### src/rtl/cmd_control.sv
// Host-side SD command controller: frames index/argument with CRC7, hands the
// frame to the CMD PHY, captures the 48-bit response and checks its index.
module cmd_control (
  input  logic        iClock_host,
  input  logic        iReset,
  input  logic        iNew_command,
  input  logic [5:0]  iCmd_index,
  input  logic [31:0] iCmd_argument,
  input  logic [47:0] iCmd_in,
  input  logic        iStrobe_in,
  input  logic        iAck_in,
  input  logic        iTimeout_enable,
  input  logic        iTimeout,
  output logic        oIdle_out,
  output logic        oStrobe_out,
  output logic        oAck_out,
  output logic        oCommand_complete,
  output logic [47:0] oResponse,
  output logic        oCommand_index_error,
  output logic [47:0] oCmd_out
);

  typedef enum logic [2:0] {
    S_IDLE, S_WAIT_ACK, S_WAIT_RESP, S_WAIT_RELEASE, S_DONE
  } state_t;

  state_t      state_q, state_d;
  logic [5:0]  idx_q, idx_d;
  logic [47:0] cmd_q, cmd_d;
  logic [47:0] resp_q, resp_d;
  logic        strobe_q, strobe_d;
  logic        ack_q, ack_d;
  logic        cmpl_q, cmpl_d;
  logic        err_q, err_d;
  logic        tmo_hit;

  // Serial CRC7 (x^7+x^3+1), zero seed, MSB first over start..argument bits.
  function automatic logic [6:0] crc7(input logic [39:0] d);
    logic [6:0] c;
    logic       fb;
    c = '0;
    for (int i = 39; i >= 0; i--) begin
      fb = d[i] ^ c[6];
      c  = {c[5:0], 1'b0};
      if (fb) c = c ^ 7'h09;
    end
    return c;
  endfunction

  function automatic logic [47:0] build_frame(input logic [5:0] idx, input logic [31:0] arg);
    logic [39:0] hdr;
    hdr = {2'b01, idx, arg};
    return {hdr, crc7(hdr), 1'b1};
  endfunction

  assign tmo_hit = iTimeout_enable && iTimeout &&
                   (state_q == S_WAIT_ACK || state_q == S_WAIT_RESP || state_q == S_WAIT_RELEASE);

  always_comb begin
    state_d  = state_q;
    idx_d    = idx_q;
    cmd_d    = cmd_q;
    resp_d   = resp_q;
    strobe_d = strobe_q;
    ack_d    = ack_q;
    cmpl_d   = cmpl_q;
    err_d    = err_q;
    unique case (state_q)
      S_IDLE: if (iNew_command) begin
        idx_d    = iCmd_index;
        cmd_d    = build_frame(iCmd_index, iCmd_argument);
        strobe_d = 1'b1;
        resp_d   = '0;
        err_d    = 1'b0;
        cmpl_d   = 1'b0;
        state_d  = S_WAIT_ACK;
      end
      S_WAIT_ACK: if (iAck_in) begin
        strobe_d = 1'b0;
        state_d  = S_WAIT_RESP;
      end
      S_WAIT_RESP: if (iStrobe_in) begin
        resp_d  = iCmd_in;
        ack_d   = 1'b1;
        err_d   = (iCmd_in[45:40] != idx_q);
        state_d = S_WAIT_RELEASE;
      end
      S_WAIT_RELEASE: if (!iStrobe_in) begin
        ack_d   = 1'b0;
        cmpl_d  = 1'b1;
        state_d = S_DONE;
      end
      S_DONE: begin
        cmpl_d = 1'b1;
        if (!iNew_command) begin
          cmpl_d  = 1'b0;
          state_d = S_IDLE;
        end
      end
      default: state_d = S_IDLE;
    endcase
    // Timeout wins over any handshake seen on the same edge; response is kept.
    if (tmo_hit) begin
      resp_d   = resp_q;
      strobe_d = 1'b0;
      ack_d    = 1'b0;
      err_d    = 1'b0;
      cmpl_d   = 1'b1;
      state_d  = S_DONE;
    end
  end

  always_ff @(posedge iClock_host or negedge iReset) begin
    if (!iReset) begin
      state_q  <= S_IDLE;
      idx_q    <= '0;
      cmd_q    <= '0;
      resp_q   <= '0;
      strobe_q <= 1'b0;
      ack_q    <= 1'b0;
      cmpl_q   <= 1'b0;
      err_q    <= 1'b0;
    end else begin
      state_q  <= state_d;
      idx_q    <= idx_d;
      cmd_q    <= cmd_d;
      resp_q   <= resp_d;
      strobe_q <= strobe_d;
      ack_q    <= ack_d;
      cmpl_q   <= cmpl_d;
      err_q    <= err_d;
    end
  end

  assign oIdle_out            = (state_q == S_IDLE);
  assign oStrobe_out          = strobe_q;
  assign oAck_out             = ack_q;
  assign oCommand_complete    = cmpl_q;
  assign oResponse            = resp_q;
  assign oCommand_index_error = err_q;
  assign oCmd_out             = cmd_q;

endmodule

### config.mk
export PLATFORM = sky130hd
export DESIGN_NAME = cmd_control
export DESIGN_NICKNAME = d
export VERILOG_FILES = /design/src/rtl/cmd_control.sv
export SDC_FILE = /design/constraint.sdc
export NUM_CORES = 1
export LEC_CHECK = 0
export ABC_AREA = 1
export CAP_MARGIN = 20
export CELL_PAD_IN_SITES_DETAIL_PLACEMENT = 1
export CELL_PAD_IN_SITES_GLOBAL_PLACEMENT = 2
export CORE_ASPECT_RATIO = 1.25
export CORE_UTILIZATION = 24
export CTS_CLUSTER_DIAMETER = 100
export DETAILED_ROUTE_END_ITERATION = 6
export GPL_ROUTABILITY_DRIVEN = 0
export PLACE_DENSITY_LB_ADDON = 0.1
export REMOVE_ABC_BUFFERS = 1
export SLEW_MARGIN = 25
export SYNTH_ARGS = -nofsm -noshare
export SYNTH_HDL_FRONTEND = slang
export SYNTH_SLANG_ARGS = --single-unit
### constraint.sdc
create_clock -name iClock_host -period 2.3 [get_ports iClock_host]
set_clock_uncertainty 0.05 [all_clocks]
set_input_delay 0.46 -clock iClock_host [delete_from_list [all_inputs] [get_ports iClock_host]]
set_output_delay 0.46 -clock iClock_host [all_outputs]
set_load 0.005 [all_outputs]
# Yosys cells after proc, flatten, opt, wreduce, memory -nomap -nowiden

Index checks and enable logic that the tools add are counted.

Flip-flop bits (word level): 108
Latch bits: 0
Bits in writable memories: 0
Bits in read-only memories: 0
Input port bits: 93
Output and inout bits: 101
Logic and storage cells: 254
Memories kept: 0

$add $sub $neg: 0
$mul: 0
Div/mod/pow operators: 0
Magnitude comparators: 0
Equality and inequality tests: 12
Shift operators: 0
Multiplexer cells: 140
Bitwise logic cells: 77
Reductions and logical operators: 17

Operator list:

| operator                                               | count |
|---|---|
| two-way mux 7 bit                                      | 76 |
| two-way mux 4 bit                                      | 38 |
| two-way mux 48 bit                                     | 2 |
| case mux 48 bit (2 select lines)                       | 1 |
| NOT 2 bit                                              | 38 |
| bitwise XOR 1 bit                                      | 38 |
| two-way mux 3 bit                                      | 6 |
| case mux 3 bit (5 select lines)                        | 1 |
| two-way mux 1 bit                                      | 12 |
| inequality test 3 bit (second input constant)          | 4 |
| AND reduction 3 bit                                    | 4 |
| nonzero test 3 bit                                     | 3 |
| == test 3 x 2 -> 1 bit (second input constant)         | 2 |
| inequality test 6 bit                                  | 1 |
| case mux 1 bit (2 select lines)                        | 3 |
| AND reduction 5 bit                                    | 1 |
| inequality test 2 bit (second input constant)          | 2 |
| AND reduction 4 bit                                    | 1 |
| nonzero test 4 bit                                     | 1 |
| == test 3 x 1 -> 1 bit (second input constant)         | 1 |
| == test 3 bit (second input constant)                  | 1 |
| logical NOT 3 bit                                      | 1 |
| inequality test 3 x 2 -> 1 bit (second input constant) | 1 |
| case mux 1 bit (3 select lines)                        | 1 |
| other kinds (5)                                        | 7 |

# Longest topological paths before layout

Gate-level depths: netlist of the first run.

Depth after elaboration: 152
Mapped depth: 26
Depth with buffers taken out: 25

# Worst setup path after synthesis of the first run

No wires, ideal clock.

Path type: input port to flip-flop
Start point: input iCmd_index[1]
End point: register cmd_q[1] (netlist: oCmd_out[1])
Library setup time: 0.117 ns
Data arrival time: 2.050 ns
Required time: 2.133 ns
Setup slack: 0.083 ns
Cell stages on the path: 23
Buffers on the path: 1
Path through: buf_4 xnor2_1 nand2_1 nand2_1 nand2_1 nand2_2 inv_2 nand2_2 nand2_2 nand2_1 nand2_2 inv_2 nand2_2 nand2_2 nand2_4 nand2_2 nand2_2 nand2_2 nand2_2 nand2_1 nand2_1 nand3_1 nand2_1

Longest elaborated chain between the ends: 92
Elaborated cells on any way between the ends: 125
Those cells by class: mux: 97; bitwise: 28

Ends and longest elaborated chain:

| what                 | line | RTL |
|---|---|---|
| from (decl)          | 7    | `input logic [5:0] iCmd_index,` |
| bitwise XOR 1 bit *  | 43   | `fb = d[i] ^ c[6];` |
| two-way mux 4 bit *  | 45   | `if (fb) c = c ^ 7'h09;` |
| two-way mux 7 bit *  | 69   | `S_IDLE: if (iNew_command) begin` |
| two-way mux 7 bit *  | 68   | `unique case (state_q)` |
| two-way mux 7 bit *  | 69   |  |
| two-way mux 7 bit *  | 68   |  |
| two-way mux 7 bit *  | 69   |  |
| two-way mux 7 bit *  | 68   |  |
| (+76 left out)       | -    |  |
| two-way mux 7 bit *  | 69   |  |
| two-way mux 7 bit *  | 68   |  |
| two-way mux 7 bit *  | 69   |  |
| two-way mux 7 bit *  | 68   |  |
| two-way mux 7 bit *  | 69   |  |
| two-way mux 7 bit *  | 68   |  |
| bitwise XOR 1 bit *  | 43   |  |
| two-way mux 4 bit *  | 45   |  |
| to (signal assigned) | 126  | `cmd_q <= cmd_d;` |
| to (decl)            | 29   | `logic [47:0] cmd_q, cmd_d;` |

Every way passes the cells marked *; elsewhere a longest branch is shown, timed or not. The select of a mux whose other input is x is not followed.
A chain may end at the register's enable or synchronous reset.

# Worst setup path after layout of the first run

Start point: input iCmd_index[3]
End point: register cmd_q[5] (netlist: oCmd_out[5])

Longest elaborated chain between the ends: 94
Elaborated cells on any way between the ends: 139
Those cells by class: mux: 105; bitwise: 34

Ends and longest elaborated chain:

| what                                                                   | line |
|---|---|
| bitwise XOR 1 bit *                                                    | 43 |
| two-way mux 4 bit *                                                    | 45 |
| two-way mux 7 bit *                                                    | 69 |
| two-way mux 7 bit *                                                    | 68 |
| two-way mux 7 bit *                                                    | 69 |
| two-way mux 7 bit *                                                    | 68 |
| two-way mux 7 bit *                                                    | 69 |
| two-way mux 7 bit *                                                    | 68 |
| (+78 left out)                                                         | - |
| two-way mux 7 bit *                                                    | 68 |
| two-way mux 4 bit / two-way mux 7 bit (equally long branches)          | 45, 68 |
| two-way mux 7 bit *                                                    | 69 |
| two-way mux 7 bit *                                                    | 68 |
| NOT 2 bit (no source line) / bitwise XOR 1 bit (equally long branches) | - |
| two-way mux 4 bit *                                                    | 45 |
| two-way mux 7 bit *                                                    | 69 |
| two-way mux 7 bit *                                                    | 68 |

Marked as above.

==> results_dict.tcl, run 1 <==
set metrics [dict create \
    outcome "complete, no violations" \
    max-slew-margin-rel_pct 63.2 \
    critical_path_required_ns 2.49 \
    rows 61 \
    antenna_nets_post_route 0 \
    power.ir.vdd_worst_mv 0.553 \
    post_synth_instance_area_sq_um 5510 \
    fin_setup_tns_ns 0 \
    final_common_cell "nand2_1" \
    final.fill_count 2642 \
    design.final.nets 1079 \
    floorplan.core_area_sq_um 22400 \
    worst_path_fanout_max 4 \
    cp_slowest_stage_delay_ns 0.14 \
    syn_area_per_cell_sq_um 7.31 \
    leakage_nw 4.49 \
    power.combinational.fraction_pct 54.7 \
    grt_pass1_wl_microns 30700 \
    firstDrtPassIters 4 \
    timing_worst_setup_path_type "in -> reg" \
    final.hold.worst_slack_ns 0.00520 \
    post_synthesis_cell_type_with_the_largest_combined_area "dfrtp_1" \
    worst_path_dominant_cell_family "simple AND/OR/NAND/NOR gates" \
    pre_cts_slack_ns -0.795 \
    floorplan.initialDensity_pct 24.6 \
    post_route_cell_area_sq_um 9430 \
    seq_area_frac_synth_pct 45.9 \
    cts_made_buffers 9 \
    max_cap_violations 0 \
    power.density_cell_area_nw_per_um2 995 \
    detail_route.wl_per_cell_microns 16.0 \
    grt_pass1_vias 6049 \
    clock_tree.root_cell "clkbuf_16" \
    chipHeight_microns 171 \
    tcrit_tclk_final_pct 96.6 \
    multi_input_area_sq_um 3470 \
    synth_warnings 0 \
    seq_area_sq_um 2530 \
    clock_tree_from_tritoncts "built" \
    synth_seq_cells 101 \
    end_kind "flop" \
    place_area_sq_um 7990 \
    worst_pin_slew_ns 0.552 \
    grt_setup_unrepaired "true" \
    switching_power_mw 3.90 \
    fmax_ghz 0.450 \
    buffer_ports.inserted 192 \
    post-place-cells 1234 \
    post-dp-hpwl_microns 14500 \
    yosys.area.top_type_share_pct 45.9 \
    worst_skew_pair.late_latency_ns 0.35 \
    clk_transition_reported_paths_ns 0.08 \
    grt_max_degree 98 \
    totalPowerFinal_mw 9.38 \
    clkPwrFrac_pct 16.5 \
    die_w_microns 138 \
    clock_sinks 101 \
    drcViolationCount 0 \
    post_drt_via_cell_ratio 4.51 \
    finalNonFillerCells 1274 \
    final_util_pct 42.1 \
    p_int_mw 5.48 \
    report.final.setup_viol 0 \
    worst_setup_path_start_kind "primary input" \
    cts_max_path_buffers 2 \
    netSwitchingFraction_pct 41.6 \
    timing.critical_path.arrival_ns 2.41 \
    detail_route.iter0.violations 149 \
    vias 5741 \
    layout-drive-gt1-share_pct 31.4 \
    total_congestion_overflow 0 \
    yosys.cell_types.count 28 \
    final_cell_mix "nand2_1, clkdlybuf4s50_1, dfrtp_1" \
    n_antenna_cell 0 \
    leading_cell_types_by_total_area_after_synthesis "dfrtp_1, nand2_1, o21ai_0" \
    worstPathCellList "buf_4 -> inv_4 -> nand2_4 -> nand2_4 -> nand3_4 -> nand2_4 -> nand2_4 -> nand2_4 -> inv_4 -> nand2_4 -> nand2_4 -> nand2_4 -> nand2_4 -> inv_4 -> nand2_4 -> nand2_4 -> nand2_4 -> nand2_4 -> nand2_4 -> buf_4 -> nand3_2 -> nand3_2 -> nand3_2 -> nand2_1" \
    final.setup.worst_slack_ns 0.0788 \
    fp.dieArea_sq_um 23600 \
    critical-path-slowest-cell "buf_4" \
    timing.final.crit_period_ns 2.22 \
    type_of_the_worst_min_delay_path "in -> async" \
    share_seq_of_total_power_pct 28.8 \
    boundaryPins 194 \
    track_usage_pct 16.7 \
    cts.htree.levels 3 \
    routed_wl_microns 20400 \
    maxSlewViolCount 0 \
    syn_inst 754 \
    initial_antenna_violation_count 2 \
    crit_buf_inv 5 \
    count_of_final_hold_check_violations 0 \
    critical_path.most_common_cell "nand2_4" \
    synthToLayoutAreaGrowth_pct 71.1 \
]
==> layout make-up <==
cell class | instances | share of cell area (%)
Multi-Input combinational cell | 553 | 36.8
Inverter | 70 | 3.24
Sequential cell | 101 | 26.8
Clock buffer | 10 | 2.54
Tap cell | 283 | 3.76
Clock inverter | 6 | 0.584
Timing Repair Buffer | 251 | 26.2
==> cells in the mapped netlist <==
library cell / count
nand3_2: 6
o21ai_0: 87
nand3_4: 1
o21a_1: 1
xnor2_1: 9
nor3_1: 3
buf_2: 6
nand3_1: 53
or2_2: 1
o21ai_1: 1
o22ai_1: 2
inv_1: 52
o211ai_1: 1
nor4_1: 1
nand3b_1: 1
dfrtp_1: 101
conb_1: 1
nor2_1: 17
buf_6: 1
xor2_1: 11
clkbuf_1: 19
nand4_1: 1
buf_4: 4
nand2_2: 44
inv_2: 18
nor2_2: 2
nand2_1: 306
nand2_4: 4
==> worst reg2reg max path, cell delays in order, from the launching register on <==
cell	delay, ns
dfrtp_2	0.46
nor2_4	0.13
inv_1	0.06
nor2_1	0.14
inv_1	0.08
nor2_1	0.14
inv_1	0.08
nand2_1	0.08
nor2_1	0.05
nand2_1	0.09
inv_1	0.08
nand3_4	0.13
buf_6	0.24
o21ai_0	0.12
==> repair_timing <==
| action | 4_1_cts | 5_1_grt |
|---|---|---|
| hold buffers | 0 | 0 |
| setup buffers | 14 | 8 |
| cloned | 0 | 3 |
| setup endpoints to repair | 8 | 58 |
| gates resized for setup | 140 | 175 |
| pin swaps | 59 | 85 |
==> cell families after synthesis <==
| group | Yosys count | synth area share [%] |
|---|---|---|
| XOR/XNOR | 20 | 3.18 |
| AO/OA/AOI/OAI | 92 | 8.49 |
| AND/OR/NAND/NOR | 440 | 35.0 |
| buffers and inverters | 100 | 7.36 |
| other | 1 | 0.0681 |
| flip-flops | 101 | 45.9 |
==> per-layer routing <==
| layer | global-route usage, % | up-vias | part of all wire, % |
|---|---|---|---|
| met5 | 0 | - | 0.13 |
| met4 | 5.88 | 4 | 2.2 |
| met3 | 3.48 | 26 | 5.2 |
| met1 | 19.0 | 2758 | 40 |
| met2 | 30.6 | 143 | 53 |
| li1 | - | 2810 | - |
==> path summary, 6_finish.rpt <==
check / startpoint / endpoint / slack [ns] / cells past startpoint
max: iCmd_index[3] / oCmd_out[5] / 0.08 / 24
min: iReset / oResponse[13] / 0.005 / 1
max reg2reg: state_q[0] / oResponse[39] / 0.26 / 13
min reg2reg: oCmd_out[37] / oCmd_out[37] / 0.42 / 2
max in group asynchronous: iReset / oResponse[31] / 1.53 / 2
min in group iClock_host: iCmd_argument[28] / oCmd_out[36] / 0.35 / 3
==> power by group through the flow <==
stage / Clock [mW] / Sequential, mW / Combinational, mW
floorplan: 0 / 3.17 / 2.06
global placement: 0 / 2.70 / 4.17
detailed placement: 0 / 2.73 / 4.26
CTS: 1.62 / 2.71 / 4.58
global route: 1.69 / 2.78 / 5.69
finish: 1.54 / 2.70 / 5.13
==> flip-flops by register name, indices dropped and copies added (netlist names) <==
register and count:
oResponse 48, oStrobe_out 1, oCommand_index_error 1, oCmd_out 41, idx_q 5, state_q 3, oAck_out 1, oCommand_complete 1
(Power assumes the default switching activity.)
==> inputs of run 2 (changes only) <==
==> constraint.sdc (replaced) <==
create_clock -name iClock_host -period 2.3 [get_ports iClock_host]
set_clock_uncertainty 0.05 [all_clocks]
set_input_delay 0.46 -clock iClock_host [delete_from_list [all_inputs] [get_ports iClock_host]]
set_output_delay 0.46 -clock iClock_host [all_outputs]
set_load 0.1 [all_outputs]
==> results_dict.tcl, run 2 (same netlist as run 1, synthesis figures left out) <==
set metrics [dict create \
    post_drt_via_cell_ratio 4.50 \
    worst_skew_pair.late_latency_ns 0.36 \
    buffer_ports.inserted 192 \
    detail_route.wl_per_cell_microns 16.0 \
    tcrit_tclk_final_pct 96.2 \
    type_of_the_worst_min_delay_path "in -> async" \
    crit_buf_inv 6 \
    cts_made_buffers 9 \
    final.hold.worst_slack_ns 0.00981 \
    track_usage_pct 16.3 \
    grt_max_degree 98 \
    leakage_nw 4.67 \
    total_congestion_overflow 0 \
    cts_max_path_buffers 2 \
    fmax_ghz 0.452 \
    layout-drive-gt1-share_pct 41.7 \
    max-slew-margin-rel_pct 64.1 \
    synthToLayoutAreaGrowth_pct 69.6 \
    design.final.nets 1072 \
    critical-path-slowest-cell "buf_2" \
    critical_path.most_common_cell "nand2_2" \
    routed_wl_microns 20200 \
    timing.critical_path.arrival_ns 2.47 \
    floorplan.initialDensity_pct 24.6 \
    cp_slowest_stage_delay_ns 0.21 \
    report.final.setup_viol 0 \
    power.density_cell_area_nw_per_um2 1420 \
    setup_slack_on_the_worst_flop_to_flop_path_ns 0.23 \
    path_depth 25 \
    drcViolationCount 0 \
    worst_path_fanout_max 3 \
    post_route_cell_area_sq_um 9340 \
    boundaryPins 194 \
    initial_antenna_violation_count 0 \
    die_w_microns 138 \
    maxSlewViolCount 0 \
    worst_setup_path_endpoint "oCmd_out[6]" \
    pre_cts_slack_ns -0.857 \
    critical_path_required_ns 2.55 \
    detail_route.iter0.violations 137 \
    timing.final.crit_period_ns 2.21 \
    place_area_sq_um 7750 \
    final_common_cell "nand2_1" \
    origin_of_the_worst_setup_path "iCmd_index[0]" \
    clock_tree.root_cell "clkbuf_16" \
    share_seq_of_total_power_pct 20.3 \
    count_of_final_hold_check_violations 0 \
    final.setup.worst_slack_ns 0.0863 \
    n_antenna_cell 0 \
    r2r-start "state_q[0]" \
    firstDrtPassIters 4 \
    grt_pass1_vias 5856 \
    fp.dieArea_sq_um 23600 \
    end_kind "flop" \
    floorplan.core_area_sq_um 22400 \
    final.fill_count 2628 \
    final_cell_mix "nand2_1, buf_4, dfrtp_1" \
    clkPwrFrac_pct 12.2 \
    post-dp-hpwl_microns 14300 \
    worst_pin_slew_ns 0.538 \
    switching_power_mw 7.86 \
    grt_pass1_wl_microns 29800 \
    antenna_nets_post_route 0 \
    worst_setup_path_start_kind "primary input" \
    clock_tree_from_tritoncts "built" \
    rr_endpoint "oResponse[46]" \
    outcome "complete, no violations" \
    grt_setup_unrepaired "true" \
    worst_path_dominant_cell_family "simple AND/OR/NAND/NOR gates" \
    clock_sinks 101 \
    largest_reg_flops 48 \
    cts.htree.levels 3 \
    chipHeight_microns 171 \
    r2r.worst_path.cells 13 \
    power.combinational.fraction_pct 67.5 \
    totalPowerFinal_mw 13.3 \
    vias 5704 \
    power.ir.vdd_worst_mv 0.892 \
    max_cap_violations 0 \
    netSwitchingFraction_pct 59.2 \
    rows 61 \
    timing_worst_setup_path_type "in -> reg" \
    clk_transition_reported_paths_ns 0.08 \
    p_int_mw 5.42 \
]
-- run 2: changes by cell type in the layout (fill, tap and decap cells not counted), sizes merged --
cell,previous run,this run
clkbuf,19,18
clkdlybuf4s15,1,0
bufinv,0,1
dlygate4sd2,1,3
clkdlybuf4s50,170,71
dlymetal6s2s,6,4
buf,64,158
clkinvlp,2,1
-- run 2: worst min-delay path by stage --
| stage | startpoint | endpoint | slack, ns |
|---|---|---|---|
| 3_3_place_gp | iReset | oResponse[32] | 0.41 |
| 6_report | iReset | oResponse[32] | 0.01 |
| 2_1_floorplan | iReset | idx_q[0] | 0.11 |
| 3_5_place_dp | oCmd_out[19] | oCmd_out[19] | 0.41 |
| 4_1_cts | iReset | oResponse[32] | 0.02 |
| 5_1_grt | iReset | oResponse[32] | 0.04 |
-- run 2: metrics by stage --
stage,util [%],instances,TNS (ns)
CTS,37.6,1254,0
global placement,34.6,1235,-5.06
finish,41.8,1267,0
floorplan,-,724,-171.11
detailed placement,34.6,1235,-6.81
global route,41.8,1267,-0.236
-- run 2: power by group through the flow --
stage / Combinational, mW / Sequential (mW) / Clock, mW
after floorplan: 2.18 / 9.00 / 0
after global placement: 7.88 / 2.71 / 0
after detailed placement: 7.98 / 2.74 / 0
after CTS: 8.22 / 2.71 / 1.70
after global routing: 9.49 / 2.78 / 1.74
final: 8.96 / 2.70 / 1.62
-- run 2: routing by layer --
layer / vias up / track usage (%) / routed length, microns
li1: 2804 / - / -
met1: 2756 / 18.9 / 8270
met2: 128 / 29.3 / 10600
met3: 16 / 3.27 / 1030
met4: 0 / 5.69 / 303
met5: - / 0 / 0
-- run 2: repair_timing --
item,4_1_cts,5_1_grt
gates cloned,0,3
gates resized for setup,126,222
pin swaps,59,85
setup endpoints to repair,7,56
setup buffers,4,11
hold buffers,0,0
-- run 2: layout make-up --
class	count	area [sq um]	area share [%]
sequential	101	2530	27.1
clock inverter	6	71.3	0.763
multi-input combinational	553	3700	39.6
clock buffer	10	229	2.45
tap	283	354	3.79
inverter	70	300	3.21
timing repair buffer	244	2160	23.2
